File: src/rtl/rv_pkg.sv
// Shared encodings for the RV32I multi-cycle sequencer: opcodes, FSM states,
// PC source, writeback select and trap cause.
package rv_pkg;

  localparam logic [6:0] OP_OP     = 7'b0110011;
  localparam logic [6:0] OP_IMM    = 7'b0010011;
  localparam logic [6:0] OP_LOAD   = 7'b0000011;
  localparam logic [6:0] OP_STORE  = 7'b0100011;
  localparam logic [6:0] OP_BRANCH = 7'b1100011;
  localparam logic [6:0] OP_LUI    = 7'b0110111;
  localparam logic [6:0] OP_AUIPC  = 7'b0010111;
  localparam logic [6:0] OP_JAL    = 7'b1101111;
  localparam logic [6:0] OP_JALR   = 7'b1100111;
  localparam logic [6:0] OP_FENCE  = 7'b0001111;

  typedef enum logic [2:0] {
    ST_FETCH  = 3'd0,
    ST_DECODE = 3'd1,
    ST_EXEC   = 3'd2,
    ST_MEM    = 3'd3,
    ST_WB     = 3'd4,
    ST_TRAP   = 3'd7
  } state_e;

  typedef enum logic [1:0] {
    PC_PLUS4 = 2'b00,
    PC_IMM   = 2'b01,
    PC_ALU   = 2'b10
  } pc_src_e;

  typedef enum logic [1:0] {
    WB_ALU = 2'b00,
    WB_MEM = 2'b01,
    WB_PC4 = 2'b10
  } wb_sel_e;

  typedef enum logic [1:0] {
    TC_NONE    = 2'b00,
    TC_ILLEGAL = 2'b01,
    TC_IMEM_TO = 2'b10,
    TC_DMEM_TO = 2'b11
  } trap_cause_e;

  function automatic logic is_legal_op(input logic [6:0] op);
    case (op)
      OP_OP, OP_IMM, OP_LOAD, OP_STORE, OP_BRANCH,
      OP_LUI, OP_AUIPC, OP_JAL, OP_JALR, OP_FENCE: return 1'b1;
      default:                                      return 1'b0;
    endcase
  endfunction

endpackage

File: src/rtl/rv_multicycle_ctrl_if.sv
// Sequencer <-> datapath/memory handshake bundle. Perf counters appear only
// when RV_CTRL_PERF_EN is defined.
interface rv_multicycle_ctrl_if;
  logic [6:0]  opcode;
  logic        imem_ack;
  logic        dmem_ack;
  logic        branch_taken;
  logic        imem_req;
  logic        ir_we;
  logic        pc_we;
  logic [1:0]  pc_src;
  logic        dmem_req;
  logic        dmem_we;
  logic        reg_we;
  logic [1:0]  wb_sel;
  logic [2:0]  state;
  logic        trap;
  logic [1:0]  trap_cause;
`ifdef RV_CTRL_PERF_EN
  logic [31:0] cycle_cnt;
  logic [31:0] instret_cnt;
`endif

  modport master (
    input  opcode, imem_ack, dmem_ack, branch_taken,
    output imem_req, ir_we, pc_we, pc_src, dmem_req, dmem_we, reg_we,
           wb_sel, state, trap, trap_cause
`ifdef RV_CTRL_PERF_EN
    , output cycle_cnt, instret_cnt
`endif
  );

  modport slave (
    output opcode, imem_ack, dmem_ack, branch_taken,
    input  imem_req, ir_we, pc_we, pc_src, dmem_req, dmem_we, reg_we,
           wb_sel, state, trap, trap_cause
`ifdef RV_CTRL_PERF_EN
    , input cycle_cnt, instret_cnt
`endif
  );
endinterface

File: src/rtl/rv_req_timer.sv
// Wait counter shared by the imem and dmem requests; flags a timeout when the
// count reaches LIMIT with the request still unacknowledged.
module rv_req_timer #(
  parameter logic [7:0] LIMIT = 8'd255
) (
  input  logic clk,
  input  logic rst_n,
  input  logic i_clear,
  input  logic i_req,
  input  logic i_ack,
  output logic o_timeout
);

  logic [7:0] r_cnt;
  logic       w_waiting;

  assign w_waiting = i_req && !i_ack;

  always_ff @(posedge clk or negedge rst_n) begin
    if (!rst_n) begin
      r_cnt <= 8'd0;
    end else if (i_clear) begin
      r_cnt <= 8'd0;
    end else if (w_waiting && (r_cnt != LIMIT)) begin
      r_cnt <= r_cnt + 8'd1;
    end
  end

  assign o_timeout = w_waiting && (r_cnt == LIMIT);

endmodule

File: src/rtl/rv_multicycle_ctrl.sv
// RV32I multi-cycle sequencer: FETCH/DECODE/EXEC/MEM/WB timing and strobes.
// Optional perf counters are built when RV_CTRL_PERF_EN is defined.
//
// state  | meaning
// FETCH  | post-reset hold, then imem_req until imem_ack (ir_we on ack)
// DECODE | register read, opcode legality check
// EXEC   | ALU; branch/FENCE retire here with pc_we
// MEM    | dmem_req until dmem_ack; store retires on ack
// WB     | reg_we + pc_we for one cycle
// TRAP   | sticky fault, left only through rst_n
module rv_multicycle_ctrl
  import rv_pkg::*;
#(
  parameter int unsigned MEM_TIMEOUT   = 255,
  parameter int unsigned RESET_PC_HOLD = 0
) (
  input logic                 clk,
  input logic                 rst_n,
  rv_multicycle_ctrl_if.master bus
);

  state_e      r_state, w_next_state;
  trap_cause_e r_trap_cause, w_next_cause;
  logic [7:0]  r_hold_cnt;
  logic        r_fetch_en;
  logic        w_imem_req, w_dmem_req, w_req_ack, w_timer_clr, w_timeout;
  logic        w_is_load, w_is_store;
  logic        w_ir_we, w_pc_we, w_reg_we;
  pc_src_e     w_pc_src;
  wb_sel_e     w_wb_sel;

  assign w_is_load   = (bus.opcode == OP_LOAD);
  assign w_is_store  = (bus.opcode == OP_STORE);
  assign w_imem_req  = (r_state == ST_FETCH) && r_fetch_en;
  assign w_dmem_req  = (r_state == ST_MEM);
  assign w_req_ack   = w_imem_req ? bus.imem_ack : bus.dmem_ack;
  assign w_timer_clr = (r_state != ST_FETCH) && (r_state != ST_MEM);

  rv_req_timer #(.LIMIT(8'(MEM_TIMEOUT))) u_req_timer (
    .clk       (clk),
    .rst_n     (rst_n),
    .i_clear   (w_timer_clr),
    .i_req     (w_imem_req || w_dmem_req),
    .i_ack     (w_req_ack),
    .o_timeout (w_timeout)
  );

  // r_fetch_en is registered so no request is visible while rst_n is low
  always_ff @(posedge clk or negedge rst_n) begin
    if (!rst_n) begin
      r_hold_cnt <= 8'd0;
      r_fetch_en <= 1'b0;
    end else begin
      if (r_hold_cnt != 8'(RESET_PC_HOLD)) r_hold_cnt <= r_hold_cnt + 8'd1;
      r_fetch_en <= r_fetch_en || (r_hold_cnt == 8'(RESET_PC_HOLD));
    end
  end

  always_ff @(posedge clk or negedge rst_n) begin
    if (!rst_n) begin
      r_state      <= ST_FETCH;
      r_trap_cause <= TC_NONE;
    end else begin
      r_state      <= w_next_state;
      r_trap_cause <= w_next_cause;
    end
  end

  always_comb begin
    w_next_state = r_state;
    w_next_cause = r_trap_cause;
    w_ir_we      = 1'b0;
    w_pc_we      = 1'b0;
    w_reg_we     = 1'b0;
    w_pc_src     = PC_PLUS4;
    w_wb_sel     = WB_ALU;
    case (r_state)
      ST_FETCH: begin
        if (w_imem_req && bus.imem_ack) begin
          w_ir_we      = 1'b1;
          w_next_state = ST_DECODE;
        end else if (w_timeout) begin
          w_next_state = ST_TRAP;
          w_next_cause = TC_IMEM_TO;
        end
      end
      ST_DECODE: begin
        if (is_legal_op(bus.opcode)) begin
          w_next_state = ST_EXEC;
        end else begin
          w_next_state = ST_TRAP;
          w_next_cause = TC_ILLEGAL;
        end
      end
      ST_EXEC: begin
        if (w_is_load || w_is_store) begin
          w_next_state = ST_MEM;
        end else if (bus.opcode == OP_BRANCH) begin
          w_pc_we      = 1'b1;
          w_pc_src     = bus.branch_taken ? PC_IMM : PC_PLUS4;
          w_next_state = ST_FETCH;
        end else if (bus.opcode == OP_FENCE) begin
          w_pc_we      = 1'b1;
          w_next_state = ST_FETCH;
        end else begin
          w_next_state = ST_WB;
        end
      end
      ST_MEM: begin
        if (bus.dmem_ack) begin
          if (w_is_store) begin
            w_pc_we      = 1'b1;
            w_next_state = ST_FETCH;
          end else begin
            w_next_state = ST_WB;
          end
        end else if (w_timeout) begin
          w_next_state = ST_TRAP;
          w_next_cause = TC_DMEM_TO;
        end
      end
      ST_WB: begin
        w_reg_we     = 1'b1;
        w_pc_we      = 1'b1;
        w_next_state = ST_FETCH;
        if (w_is_load)                                       w_wb_sel = WB_MEM;
        else if (bus.opcode == OP_JAL || bus.opcode == OP_JALR) w_wb_sel = WB_PC4;
        if (bus.opcode == OP_JAL)       w_pc_src = PC_IMM;
        else if (bus.opcode == OP_JALR) w_pc_src = PC_ALU;
      end
      ST_TRAP: begin
        w_next_state = ST_TRAP;
      end
      default: begin
        w_next_state = ST_FETCH;
      end
    endcase
  end

  assign bus.imem_req   = w_imem_req;
  assign bus.ir_we      = w_ir_we;
  assign bus.pc_we      = w_pc_we;
  assign bus.pc_src     = w_pc_src;
  assign bus.dmem_req   = w_dmem_req;
  assign bus.dmem_we    = w_dmem_req && w_is_store;
  assign bus.reg_we     = w_reg_we;
  assign bus.wb_sel     = w_wb_sel;
  assign bus.state      = r_state;
  assign bus.trap       = (r_state == ST_TRAP);
  assign bus.trap_cause = r_trap_cause;

`ifdef RV_CTRL_PERF_EN
  logic [31:0] r_cycle_cnt, r_instret_cnt;

  always_ff @(posedge clk or negedge rst_n) begin
    if (!rst_n) begin
      r_cycle_cnt   <= 32'd0;
      r_instret_cnt <= 32'd0;
    end else begin
      r_cycle_cnt <= r_cycle_cnt + 32'd1;
      if (w_pc_we) r_instret_cnt <= r_instret_cnt + 32'd1;
    end
  end

  assign bus.cycle_cnt   = r_cycle_cnt;
  assign bus.instret_cnt = r_instret_cnt;
`endif

endmodule

File: src/flat_wrapper.sv
// flat-port wrapper written by rule: the top's interface ports become plain ports
module rv_multicycle_ctrl_flat import rv_pkg::*;
#(
  parameter int unsigned MEM_TIMEOUT   = 255,
  parameter int unsigned RESET_PC_HOLD = 0
)
  (clk, rst_n, bus_opcode, bus_imem_ack, bus_dmem_ack, bus_branch_taken, bus_imem_req, bus_ir_we, bus_pc_we, bus_pc_src, bus_dmem_req, bus_dmem_we, bus_reg_we, bus_wb_sel, bus_state, bus_trap, bus_trap_cause);
  rv_multicycle_ctrl_if bus_i ();
  input logic clk;
  input logic rst_n;
  input wire logic [$bits(bus_i.opcode)-1:0] bus_opcode;
  input wire logic [$bits(bus_i.imem_ack)-1:0] bus_imem_ack;
  input wire logic [$bits(bus_i.dmem_ack)-1:0] bus_dmem_ack;
  input wire logic [$bits(bus_i.branch_taken)-1:0] bus_branch_taken;
  output wire logic [$bits(bus_i.imem_req)-1:0] bus_imem_req;
  output wire logic [$bits(bus_i.ir_we)-1:0] bus_ir_we;
  output wire logic [$bits(bus_i.pc_we)-1:0] bus_pc_we;
  output wire logic [$bits(bus_i.pc_src)-1:0] bus_pc_src;
  output wire logic [$bits(bus_i.dmem_req)-1:0] bus_dmem_req;
  output wire logic [$bits(bus_i.dmem_we)-1:0] bus_dmem_we;
  output wire logic [$bits(bus_i.reg_we)-1:0] bus_reg_we;
  output wire logic [$bits(bus_i.wb_sel)-1:0] bus_wb_sel;
  output wire logic [$bits(bus_i.state)-1:0] bus_state;
  output wire logic [$bits(bus_i.trap)-1:0] bus_trap;
  output wire logic [$bits(bus_i.trap_cause)-1:0] bus_trap_cause;
  assign bus_i.opcode = bus_opcode;
  assign bus_i.imem_ack = bus_imem_ack;
  assign bus_i.dmem_ack = bus_dmem_ack;
  assign bus_i.branch_taken = bus_branch_taken;
  assign bus_imem_req = bus_i.imem_req;
  assign bus_ir_we = bus_i.ir_we;
  assign bus_pc_we = bus_i.pc_we;
  assign bus_pc_src = bus_i.pc_src;
  assign bus_dmem_req = bus_i.dmem_req;
  assign bus_dmem_we = bus_i.dmem_we;
  assign bus_reg_we = bus_i.reg_we;
  assign bus_wb_sel = bus_i.wb_sel;
  assign bus_state = bus_i.state;
  assign bus_trap = bus_i.trap;
  assign bus_trap_cause = bus_i.trap_cause;
  rv_multicycle_ctrl #(.MEM_TIMEOUT(MEM_TIMEOUT), .RESET_PC_HOLD(RESET_PC_HOLD)) u_core (.clk(clk), .rst_n(rst_n), .bus(bus_i));
endmodule
File: config.mk
export PLATFORM = sky130hd
export DESIGN_NAME = rv_multicycle_ctrl_flat
export DESIGN_NICKNAME = d
export VERILOG_FILES = /design/src/rtl/rv_pkg.sv /design/src/rtl/rv_multicycle_ctrl_if.sv /design/src/rtl/rv_req_timer.sv /design/src/rtl/rv_multicycle_ctrl.sv /design/src/flat_wrapper.sv
export SDC_FILE = /design/constraint.sdc
export NUM_CORES = 1
export LEC_CHECK = 0
export CAP_MARGIN = 20
export CELL_PAD_IN_SITES_DETAIL_PLACEMENT = 0
export CELL_PAD_IN_SITES_GLOBAL_PLACEMENT = 1
export CORE_MARGIN = 2
export CORE_UTILIZATION = 35
export DETAILED_ROUTE_END_ITERATION = 6
export PLACE_DENSITY_LB_ADDON = 0.1
export SYNTH_ARGS = -nofsm -noshare
export SYNTH_HDL_FRONTEND = slang
export SYNTH_HIERARCHICAL = 1
export SYNTH_SLANG_ARGS = --single-unit
File: constraint.sdc
create_clock -name clk -period 1.9 [get_ports clk]
set_input_delay 0.57 -clock clk [delete_from_list [all_inputs] [get_ports clk]]
set_output_delay 0.57 -clock clk [all_outputs]
set_load 0.01 [all_outputs]
# Word level (Yosys, flattened, before mapping)
# Cells that the tools add are included.
# Widths: inputs -> output; s select.
# op_classes
add_sub_neg	2
eq_ne	23
mux	38
n_reduce_logical	20
# ops
cell	count
$mux 2	12
$mux 3	8
$eq 7x6->1 const B	3
$eq 7x7->1 const B	3
$add 8x1->8 const B	2
$mux 8	2
$pmux 3 s5	1
$eq 7x5->1 const B	2
$mux 1	12
$ne 2x2->1 const B	5
$reduce_or 10->1	1
$eq 8x8->1 const B	1
$logic_not 8->1	1
$ne 8x8->1 const B	1
$reduce_bool 8->1	1
$eq 7x2->1 const B	1
$eq 7x4->1 const B	1
$logic_and 1x1->1	7
$eq 3x2->1 const B	2
$eq 3x3->1 const B	2
$pmux 2 s3	1
$reduce_and 6->1	1
$reduce_bool 3->1	2
$logic_or 1x1->1	4
7 further kinds	7
# word_totals
reg_bits	22
in_bits	12
wordCells	88

# Logic depth before layout (Yosys ltp)
# Gate-level depths: netlist of the first run.
# depth
depth_word	9
mapped_depth	10

# By module
# The synthesis of the first run kept the hierarchy.
# modules_own_cells
module	instances	cells_each	area_per_inst_um2	seq_area_each_um2
rv_multicycle_ctrl	1	121	1008.5	350.3
rv_req_timer	1	52	526.8	200.2

# Worst setup path before layout of the first run
# No wires, ideal clock.
# synth_timing
path_type	register to register
from	register u_core.r_state[0], in the netlist u_core/bus.state[0]
to	register u_core.r_state[0], in the netlist u_core/bus.state[0]
setup_time_ns	0.119
arrival_ns	2.149
setup_slack_ns	-0.367
stages_incl_launch_ff	10
n_path_buf	0
cell_sequence	dfrtp_1 -> or2_1 -> nor3_1 -> a21o_1 -> nor2b_1 -> and3_1 -> a21oi_1 -> o22ai_1 -> a211oi_1 -> a21bo_1
# synth_via
elab_chain_len	9
elab_cells_between_ends	16
cone_classes	eq/ne (4); mux (5); reduce/logical (7)
# synth_rtl
item	line	rtl
start, declared	rv_multicycle_ctrl.sv:22	state_e r_state, w_next_state;
start signal, assigned	rv_multicycle_ctrl.sv:64	r_state <= w_next_state;
$logic_not 3->1 (*)	rv_multicycle_ctrl.sv:34	assign w_imem_req = (r_state == ST_FETCH) && r_fetch_en;
$logic_and 1x1->1 (*)	rv_multicycle_ctrl.sv:34	
$mux 1 (*)	rv_multicycle_ctrl.sv:36	assign w_req_ack = w_imem_req ? bus.imem_ack : bus.dmem_ack;
named net u_core.w_req_ack	rv_multicycle_ctrl.sv:26	logic w_imem_req, w_dmem_req, w_req_ack, w_timer_clr, w_timeout;
$logic_not 1->1 (*)	rv_req_timer.sv:17	assign w_waiting = i_req && !i_ack;
$logic_and 1x1->1 (*)	rv_req_timer.sv:17	
$logic_and 1x1->1 (*)	rv_req_timer.sv:29	assign o_timeout = w_waiting && (r_cnt == LIMIT);
named net u_core.w_timeout	rv_multicycle_ctrl.sv:26	
$mux 3 (*)	n/a	
$mux 3 (on tied branches)	n/a	
$pmux 3 s5 (*)	rv_multicycle_ctrl.sv:77	case (r_state)
named net u_core.w_next_state[0]	rv_multicycle_ctrl.sv:22	
# Mark *: on every way through the listed nets, which the timed path passes. The rest lies on a longest branch.
# A chain may end at the register's enable or synchronous reset.

# Worst setup path in the final report of the first run
# Same ends and word-level chain as after synthesis.

==> load_flow_metrics.sql, run 1 <==
INSERT INTO impl_metrics (metric_group, metric, value, unit) VALUES
('timing', 'report.final.hold_viol_count', '0', ''),
('timing', 'fmaxAchievable', '438', 'MHz'),
('final_layout', 'final_layout_size_suffix_gt1_frac', '0.429', ''),
('route', 'via_total_after_detailed_routing', '1514', ''),
('cts', 'cts.reportedPaths.clkPinSlew', '0.09', 'ns'),
('synthesis', 'syn_avg_cell_area', '8.87', 'um^2'),
('cts', 'clock_path_buffers', '2', ''),
('status', 'result_of_the_run', 'finished, violations left', ''),
('synthesis', 'synthesis.area', '1540', 'um^2'),
('cts', 'cts-buffers-inserted', '3', ''),
('timing', 'final-max-slew-violation-count', '0', ''),
('route', 'wl', '4140', 'um'),
('critical_path', 'worstPathRequired', '2.07', 'ns'),
('critical_path', 'critical_path_arrival', '2.45', 'ns'),
('synthesis', 'synth-edff-count', '0', ''),
('cts', 'cts_tree', 'yes', ''),
('die', 'die_h', '70.2', 'um'),
('timing', 'period_share', '1.20', ''),
('die', 'start_util', '0.358', ''),
('final_layout', 'fin_area', '2480', 'um^2'),
('critical_path', 'start_kind', 'flip-flop', ''),
('power', 'power.density', '962', 'nW/um^2'),
('status', 'violations_in_the_final_reports', 'negative setup slack', ''),
('final_layout', 'final_cells', '297', ''),
('synthesis', 'synthesis.nets', '188', ''),
('critical_path', 'crit_start', 'u_core/bus.state[0]', ''),
('final_layout', 'final.fill_count', '375', ''),
('timing', 'post-route-worst-setup-slack', '-0.384', 'ns'),
('final_layout', 'area_of_the_multi_input_gates', '1110', 'um^2'),
('die', 'chipWidth', '70.2', 'um'),
('route', 'detailedRoute.firstIterationViolations', '104', ''),
('timing', 'period_minus_slack', '2.28', 'ns'),
('timing', 'worst_pin_slew', '0.426', 'ns'),
('route', 'post-route-drc-count', '0', ''),
('synthesis', 'top_post_synthesis_cells_by_count', 'sky130_fd_sc_hd__dfrtp_1, sky130_fd_sc_hd__nor2_1, sky130_fd_sc_hd__and3_1, sky130_fd_sc_hd__inv_1, sky130_fd_sc_hd__nand2_1', ''),
('place', 'placed_cell_area', '2160', 'um^2'),
('synthesis', 'synth.lib_cells_used.distinct', '50', ''),
('min_path', 'hold_path_startpoint', 'u_core/r_hold_cnt[7]', ''),
('cts', 'cts_max_level', '1', ''),
('synthesis', 'synth_ff_type', 'sky130_fd_sc_hd__dfrtp_1', ''),
('global_route', 'grt_start_max_net_pins', '23', ''),
('run', 'max_cap_viol_count', '0', ''),
('final_layout', 'antenna_cells', '0', ''),
('synthesis', 'synth.most_common_cell', 'sky130_fd_sc_hd__dfrtp_1', ''),
('synthesis', 'synth_top_cell_by_area', 'sky130_fd_sc_hd__dfrtp_1', ''),
('die', 'die_area', '4930', 'um^2'),
('global_route', 'global_route_wire_length_before_repair', '7110', 'um'),
('synthesis', 'ys_seq_elements', '22', ''),
('die', 'fp.coreArea', '4290', 'um^2'),
('final_layout', 'fin_nets', '261', ''),
('timing', 'clock_skew', '0.00706', 'ns'),
('critical_path', 'path_class', 'flip-flop to flip-flop', ''),
('place', 'dpl.cell_count', '282', ''),
('global_route', 'first_global_vias', '1533', ''),
('timing', 'max_slew_margin', '0.713', ''),
('global_route', 'grt_overflow_total', '0', ''),
('power', 'leakagePower', '1.14', 'nW'),
('synthesis', 'synth_sequential_area_ratio', '0.359', ''),
('final_layout', 'area_growth_syn_to_layout', '61.7', '%'),
('route', 'drt_first_pass_iters', '4', ''),
('power', 'total_power', '2.39', 'mW'),
('critical_path', 'endpoint_kind', 'flip-flop', ''),
('place', 'finalWeightedCongestion', '0.833', ''),
('timing', 'hold_slack', '0.490', 'ns'),
('timing', 'setup-tns-final', '-5.23', 'ns'),
('place', 'io_buffer_count', '27', ''),
('timing', 'setup_viol', '23', ''),
('route', 'vias_per_cell', '5.10', ''),
('global_route', 'number_of_antenna_violations_at_the_first_check_in_global_routing', '0', ''),
('cts', 'tritoncts_num_sinks', '22', ''),
('synthesis', 'post-synth-top-area-fraction', '0.359', '');
## logic make-up after synthesis
group / Yosys count / synth area share
buf+inv: 15 / 0.0416
compound gates: 40 / 0.196
simple gates: 82 / 0.312
fa+ha+maj: 3 / 0.0245
xor+xnor: 7 / 0.0399
mux: 4 / 0.0277
flops: 22 / 0.359
## placed cells by master (no fill, tap or decap), types with 6 or more instances in the layout
cell type / n
sky130_fd_sc_hd__nor2_4: 6
sky130_fd_sc_hd__and3_1: 6
sky130_fd_sc_hd__inv_1: 8
sky130_fd_sc_hd__buf_2: 7
sky130_fd_sc_hd__dfrtp_1: 21
sky130_fd_sc_hd__buf_4: 30
sky130_fd_sc_hd__xnor2_1: 6
sky130_fd_sc_hd__nand3_1: 7
sky130_fd_sc_hd__nor2_1: 8
sky130_fd_sc_hd__buf_6: 23
## per-layer routing
layer | part of all wire | GRT usage | vias to the layer above | wire length, um
met3 | 0.037 | 0.0375 | 6 | 153
met5 | 0 | 0 | - | 0
li1 | - | - | 778 | -
met2 | 0.47 | 0.282 | 33 | 1950
met4 | 0.011 | 0.0385 | 0 | 47
met1 | 0.48 | 0.241 | 697 | 1990
## worst max-delay path, stage by stage (launching register included)
cell	delay, ns
sky130_fd_sc_hd__dfrtp_1	0.41
sky130_fd_sc_hd__buf_6	0.13
sky130_fd_sc_hd__or2_4	0.24
sky130_fd_sc_hd__buf_6	0.14
sky130_fd_sc_hd__nor3_4	0.15
sky130_fd_sc_hd__a21o_1	0.15
sky130_fd_sc_hd__nor2b_2	0.06
sky130_fd_sc_hd__and3_4	0.18
sky130_fd_sc_hd__buf_6	0.11
sky130_fd_sc_hd__a21oi_4	0.11
sky130_fd_sc_hd__o22ai_2	0.09
sky130_fd_sc_hd__a211oi_2	0.20
sky130_fd_sc_hd__a21bo_1	0.21
## layout make-up
cell class              instances  share of cell area
multi-input cells             136               0.449
repair buffers                 73               0.259
flip-flops and latches         22               0.222
well taps                      52              0.0262
clock buffers                   3              0.0166
inverters                      10              0.0151
clock inverters                 1              0.0121
## registers in the layout, summed over array words and instances (netlist names)
register and cells:
u_core/bus.state 3, u_core/bus.trap_cause 2, u_core/r_fetch_en 1, u_core/r_hold_cnt 8
u_core/u_req_timer/r_cnt 8
## what timing repair did
action                     in CTS  in global routing
gates resized for setup       101                 24
setup endpoints to repair      26                 23
setup buffers                  11                  3
pin swaps                      15                 13
## final timing paths
check                                         endpoint  slack, ns  depth (start not counted)
setup / recovery                   u_core/bus.state[0]      -0.38                         12
hold / removal                    u_core/r_hold_cnt[7]       0.49                          1
setup reg to reg                   u_core/bus.state[0]      -0.38                         12
hold reg to reg                   u_core/r_hold_cnt[7]       0.49                          1
max in group asynchronous          u_core/bus.state[2]       0.99                          2
min in group asynchronous  u_core/u_req_timer/r_cnt[5]       0.65                          2
## report_power, final
part	leakage (nW)	switching, mW	internal [mW]	total (mW)
logic	0.810	0.644	0.757	1.40
registers	0.291	0.0343	0.506	0.540
clock network	0.0357	0.165	0.281	0.446
total	1.14	0.843	1.54	2.39
Power figures use the tool's default switching activity.
==> run 2: changes to the inputs <==
- ABC_AREA: unset -> 1
- CORE_UTILIZATION: 35 -> 34
- SLEW_MARGIN: unset -> 20
==> load_flow_metrics.sql, run 2 <==
INSERT INTO impl_metrics (metric_group, metric, value, unit) VALUES
('status', 'result_of_the_run', 'finished, violations left', ''),
('status', 'violations_in_the_final_reports', 'negative setup slack', ''),
('synthesis', 'syn_avg_cell_area', '7.20', 'um^2'),
('die', 'die_h', '71.5', 'um'),
('timing', 'clock_skew', '0.00942', 'ns'),
('critical_path', 'path_class', 'primary input to primary output', ''),
('power', 'power.density', '1030', 'nW/um^2'),
('critical_path', 'critPathSlowestCell', 'sky130_fd_sc_hd__buf_4', ''),
('critical_path', 'critical-path-top-delay-family', 'buffers and inverters', ''),
('die', 'rows', '24', ''),
('synthesis', 'synth.most_common_cell', 'sky130_fd_sc_hd__nand2_1', ''),
('critical_path', 'start_kind', 'primary input', ''),
('timing', 'period_minus_slack', '1.95', 'ns'),
('route', 'detail-route-antenna-nets', '0', ''),
('timing', 'post-route-worst-setup-slack', '-0.0464', 'ns'),
('critical_path', 'worstPathRequired', '1.33', 'ns'),
('global_route', 'first_global_vias', '1674', ''),
('timing', 'final-max-slew-violation-count', '0', ''),
('cts', 'clock_insertion_delay_worst_skew', '0.26', 'ns'),
('timing', 'grt_setup_unrepaired', 'true', ''),
('synthesis', 'synth.top_cells.by_area', 'sky130_fd_sc_hd__dfrtp_1, sky130_fd_sc_hd__nand2_1, sky130_fd_sc_hd__nand3_1, sky130_fd_sc_hd__inv_1, sky130_fd_sc_hd__nor2_1', ''),
('die', 'fp.coreArea', '4380', 'um^2'),
('timing', 'max_slew_margin', '0.755', ''),
('die', 'die_area', '5110', 'um^2'),
('synthesis', 'ys_seq_elements', '22', ''),
('critical_path', 'critPathMaxStageDelay', '0.16', 'ns'),
('critical_path', 'crit_top_cell', 'sky130_fd_sc_hd__buf_2', ''),
('route', 'drt_first_pass_iters', '4', ''),
('synthesis', 'synth_warnings', '6', ''),
('global_route', 'track_usage', '0.187', ''),
('global_route', 'number_of_antenna_violations_at_the_first_check_in_global_routing', '0', ''),
('power', 'total_power', '2.76', 'mW'),
('die', 'start_util', '0.353', ''),
('global_route', 'global_route_wire_length_before_repair', '7670', 'um'),
('timing', 'fmaxAchievable', '514', 'MHz'),
('place', 'placed_cell_area', '2160', 'um^2'),
('die', 'design.portCount', '28', ''),
('synthesis', 'synth_ff_type', 'sky130_fd_sc_hd__dfrtp_1', ''),
('die', 'chipWidth', '71.5', 'um'),
('global_route', 'grt_overflow_total', '0', ''),
('route', 'vias_per_cell', '4.71', ''),
('min_path', 'hold_class', 'flip-flop to flip-flop', ''),
('cts', 'clock-root-buffer', 'sky130_fd_sc_hd__clkbuf_8', ''),
('synthesis', 'synth_top_cell_by_area', 'sky130_fd_sc_hd__dfrtp_1', ''),
('synthesis', 'top_post_synthesis_cells_by_count', 'sky130_fd_sc_hd__nand2_1, sky130_fd_sc_hd__inv_1, sky130_fd_sc_hd__nor2_1', ''),
('cts', 'clock_path_buffers', '2', ''),
('final_layout', 'area_growth_syn_to_layout', '73.3', '%'),
('synthesis', 'synthesis.area', '1550', 'um^2'),
('place', 'io_buffer_count', '27', ''),
('cts', 'cts_max_level', '1', ''),
('place', 'detailedPlace.worstSlack', '-0.934', 'ns'),
('critical_path', 'maximum_fanout_encountered_on_the_critical_timing_path', '5', ''),
('cts', 'cts_tree', 'yes', ''),
('final_layout', 'antenna_cells', '0', ''),
('final_layout', 'fin_nets', '324', ''),
('synthesis', 'async_reset_ff_frac', '1.00', ''),
('cts', 'cts.reportedPaths.clkPinSlew', '0.07', 'ns'),
('timing', 'period_share', '1.02', ''),
('run', 'max_cap_viol_count', '0', ''),
('route', 'via_total_after_detailed_routing', '1697', ''),
('synthesis', 'synthesis.nets', '230', ''),
('place', 'finalWeightedCongestion', '0.800', ''),
('synthesis', 'post_synth_inst_count', '215', ''),
('timing', 'worst_pin_slew', '0.364', 'ns'),
('synthesis', 'post-synth-top-area-fraction', '0.355', ''),
('cts', 'tritoncts_num_sinks', '22', ''),
('route', 'post-route-drc-count', '0', ''),
('synthesis', 'synth.lib_cells_used.distinct', '27', ''),
('timing', 'report.final.hold_viol_count', '0', ''),
('final_layout', 'final_cell_mix', 'sky130_fd_sc_hd__buf_4, sky130_fd_sc_hd__nand2_1, sky130_fd_sc_hd__dfrtp_1', ''),
('route', 'routedWlPerCell', '13.0', 'um'),
('cts', 'cts-buffers-inserted', '3', ''),
('place', 'hpwlAfterDp', '3010', 'um'),
('power', 'worst_ir_drop_vdd', '466', 'uV'),
('route', 'wl', '4680', 'um'),
('critical_path', 'crit_path_cell_trace', 'buf_2, buf_4, nor2_2, nand3_2, o221ai_2, buf_2', ''),
('global_route', 'grt_start_max_net_pins', '23', ''),
('critical_path', 'critical_path_arrival', '1.38', 'ns'),
('cts', 'ctsHoldBuffers', '0', ''),
('final_layout', 'fin_area', '2690', 'um^2'),
('final_layout', 'final_layout_size_suffix_gt1_frac', '0.506', ''),
('critical_path', 'endpoint_kind', 'primary output', ''),
('final_layout', 'layout_commonest_cell', 'sky130_fd_sc_hd__buf_4', ''),
('synthesis', 'synth_sequential_area_ratio', '0.355', ''),
('power', 'leakagePower', '1.38', 'nW'),
('critical_path', 'number_of_buffer_and_inverter_instances_along_the_worst_setup_path', '3', ''),
('synthesis', 'synth-edff-count', '0', ''),
('route', 'detailedRoute.firstIterationViolations', '64', ''),
('timing', 'setup_viol', '4', '');
[run 2: cell types whose count changed in the layout (fill, tap and decap cells not counted), moves of 7 or more]
cell / previous run / this run
sky130_fd_sc_hd__nand2_1: 5 / 42
sky130_fd_sc_hd__buf_6: 23 / 16
sky130_fd_sc_hd__nand3_1: 7 / 20
sky130_fd_sc_hd__xor2_1: 1 / 8
sky130_fd_sc_hd__buf_4: 30 / 51
sky130_fd_sc_hd__nor2_4: 6 / 15
sky130_fd_sc_hd__nand2_4: 1 / 8
sky130_fd_sc_hd__nand2_2: 3 / 12
sky130_fd_sc_hd__inv_1: 8 / 19
[run 2: through the flow]
step / std cells / hold slack, ns / utilization / setup TNS (ns)
floorplan: 215 / 0.274 / - / 0
global placement: 330 / 0.474 / 0.492 / -9.14
detailed placement: 330 / 0.464 / 0.492 / -8.94
CTS: 357 / 0.485 / 0.577 / -0.135
global route: 360 / 0.516 / 0.612 / -0.788
finish: 360 / 0.477 / 0.612 / -0.131
[run 2: cell type report]
cell class / instances / area, um^2
sequential: 22 / 551
inverter: 32 / 138
multi-input combinational: 160 / 1130
fill: 391 / 1700
clock buffer: 4 / 55.1
timing repair buffer: 90 / 744
tap: 52 / 65.1
[run 2: path summary, 6_finish.rpt]
check	depth (start not counted)	from	slack, ns	endpoint
max in group asynchronous	2	rst_n	0.98	u_core/u_req_timer/r_cnt[1]
worst min register to register	2	u_core/bus.trap_cause[1]	0.48	u_core/bus.trap_cause[1]
worst max-delay path	6	bus_opcode[6]	-0.05	bus_pc_we
worst max register to register	15	u_core/bus.state[2]	0.02	u_core/bus.trap_cause[0]
min in group asynchronous	2	rst_n	0.67	u_core/bus.state[2]
worst min-delay path	2	u_core/bus.trap_cause[1]	0.48	u_core/bus.trap_cause[1]
[run 2: timing repair]
item,in CTS,in global routing
setup endpoints to repair,20,25
pin swaps,22,22
gates resized for setup,132,40
endpoints found under the hold margin,0,0
buffers inserted,24,3
[run 2: worst register-to-register path: stages, from the launching register on]
cell and delay (ns):
sky130_fd_sc_hd__dfrtp_1 0.39, sky130_fd_sc_hd__inv_2 0.08, sky130_fd_sc_hd__buf_6 0.13, sky130_fd_sc_hd__nand2_4 0.08, sky130_fd_sc_hd__inv_4 0.04, sky130_fd_sc_hd__buf_4 0.12, sky130_fd_sc_hd__buf_4 0.12, sky130_fd_sc_hd__buf_4 0.12
sky130_fd_sc_hd__buf_4 0.12, sky130_fd_sc_hd__buf_4 0.12, sky130_fd_sc_hd__buf_4 0.13, sky130_fd_sc_hd__nand2_4 0.06, sky130_fd_sc_hd__nand2_2 0.06, sky130_fd_sc_hd__nand2_2 0.10, sky130_fd_sc_hd__nand3_2 0.08, sky130_fd_sc_hd__nand2_2 0.06
[run 2: logic make-up (layout without fill, tap and decap cells)]
group                    Yosys count  count (layout)  share of synthesized area
adder cells (fa/ha/maj)            3               3                     0.0242
flip-flops                        22              22                      0.355
AND/OR/NAND/NOR                  134             134                      0.425
XOR/XNOR                          12              12                     0.0679
buffers and inverters             33             126                     0.0848
AO/OA/AOI/OAI                     11              11                     0.0428
[run 2: where the power goes]
part | switching (mW) | internal, mW
clock | 0.151 | 0.185
sequential | 0.0466 | 0.518
combinational | 0.938 | 0.923
[run 2: routing by layer]
metal,vias up,GRT usage,routed length [um]
li1,865,-,-
met1,795,0.260,2130
met4,0,0.0419,69
met3,9,0.0380,158
met2,28,0.301,2320
met5,-,0,0
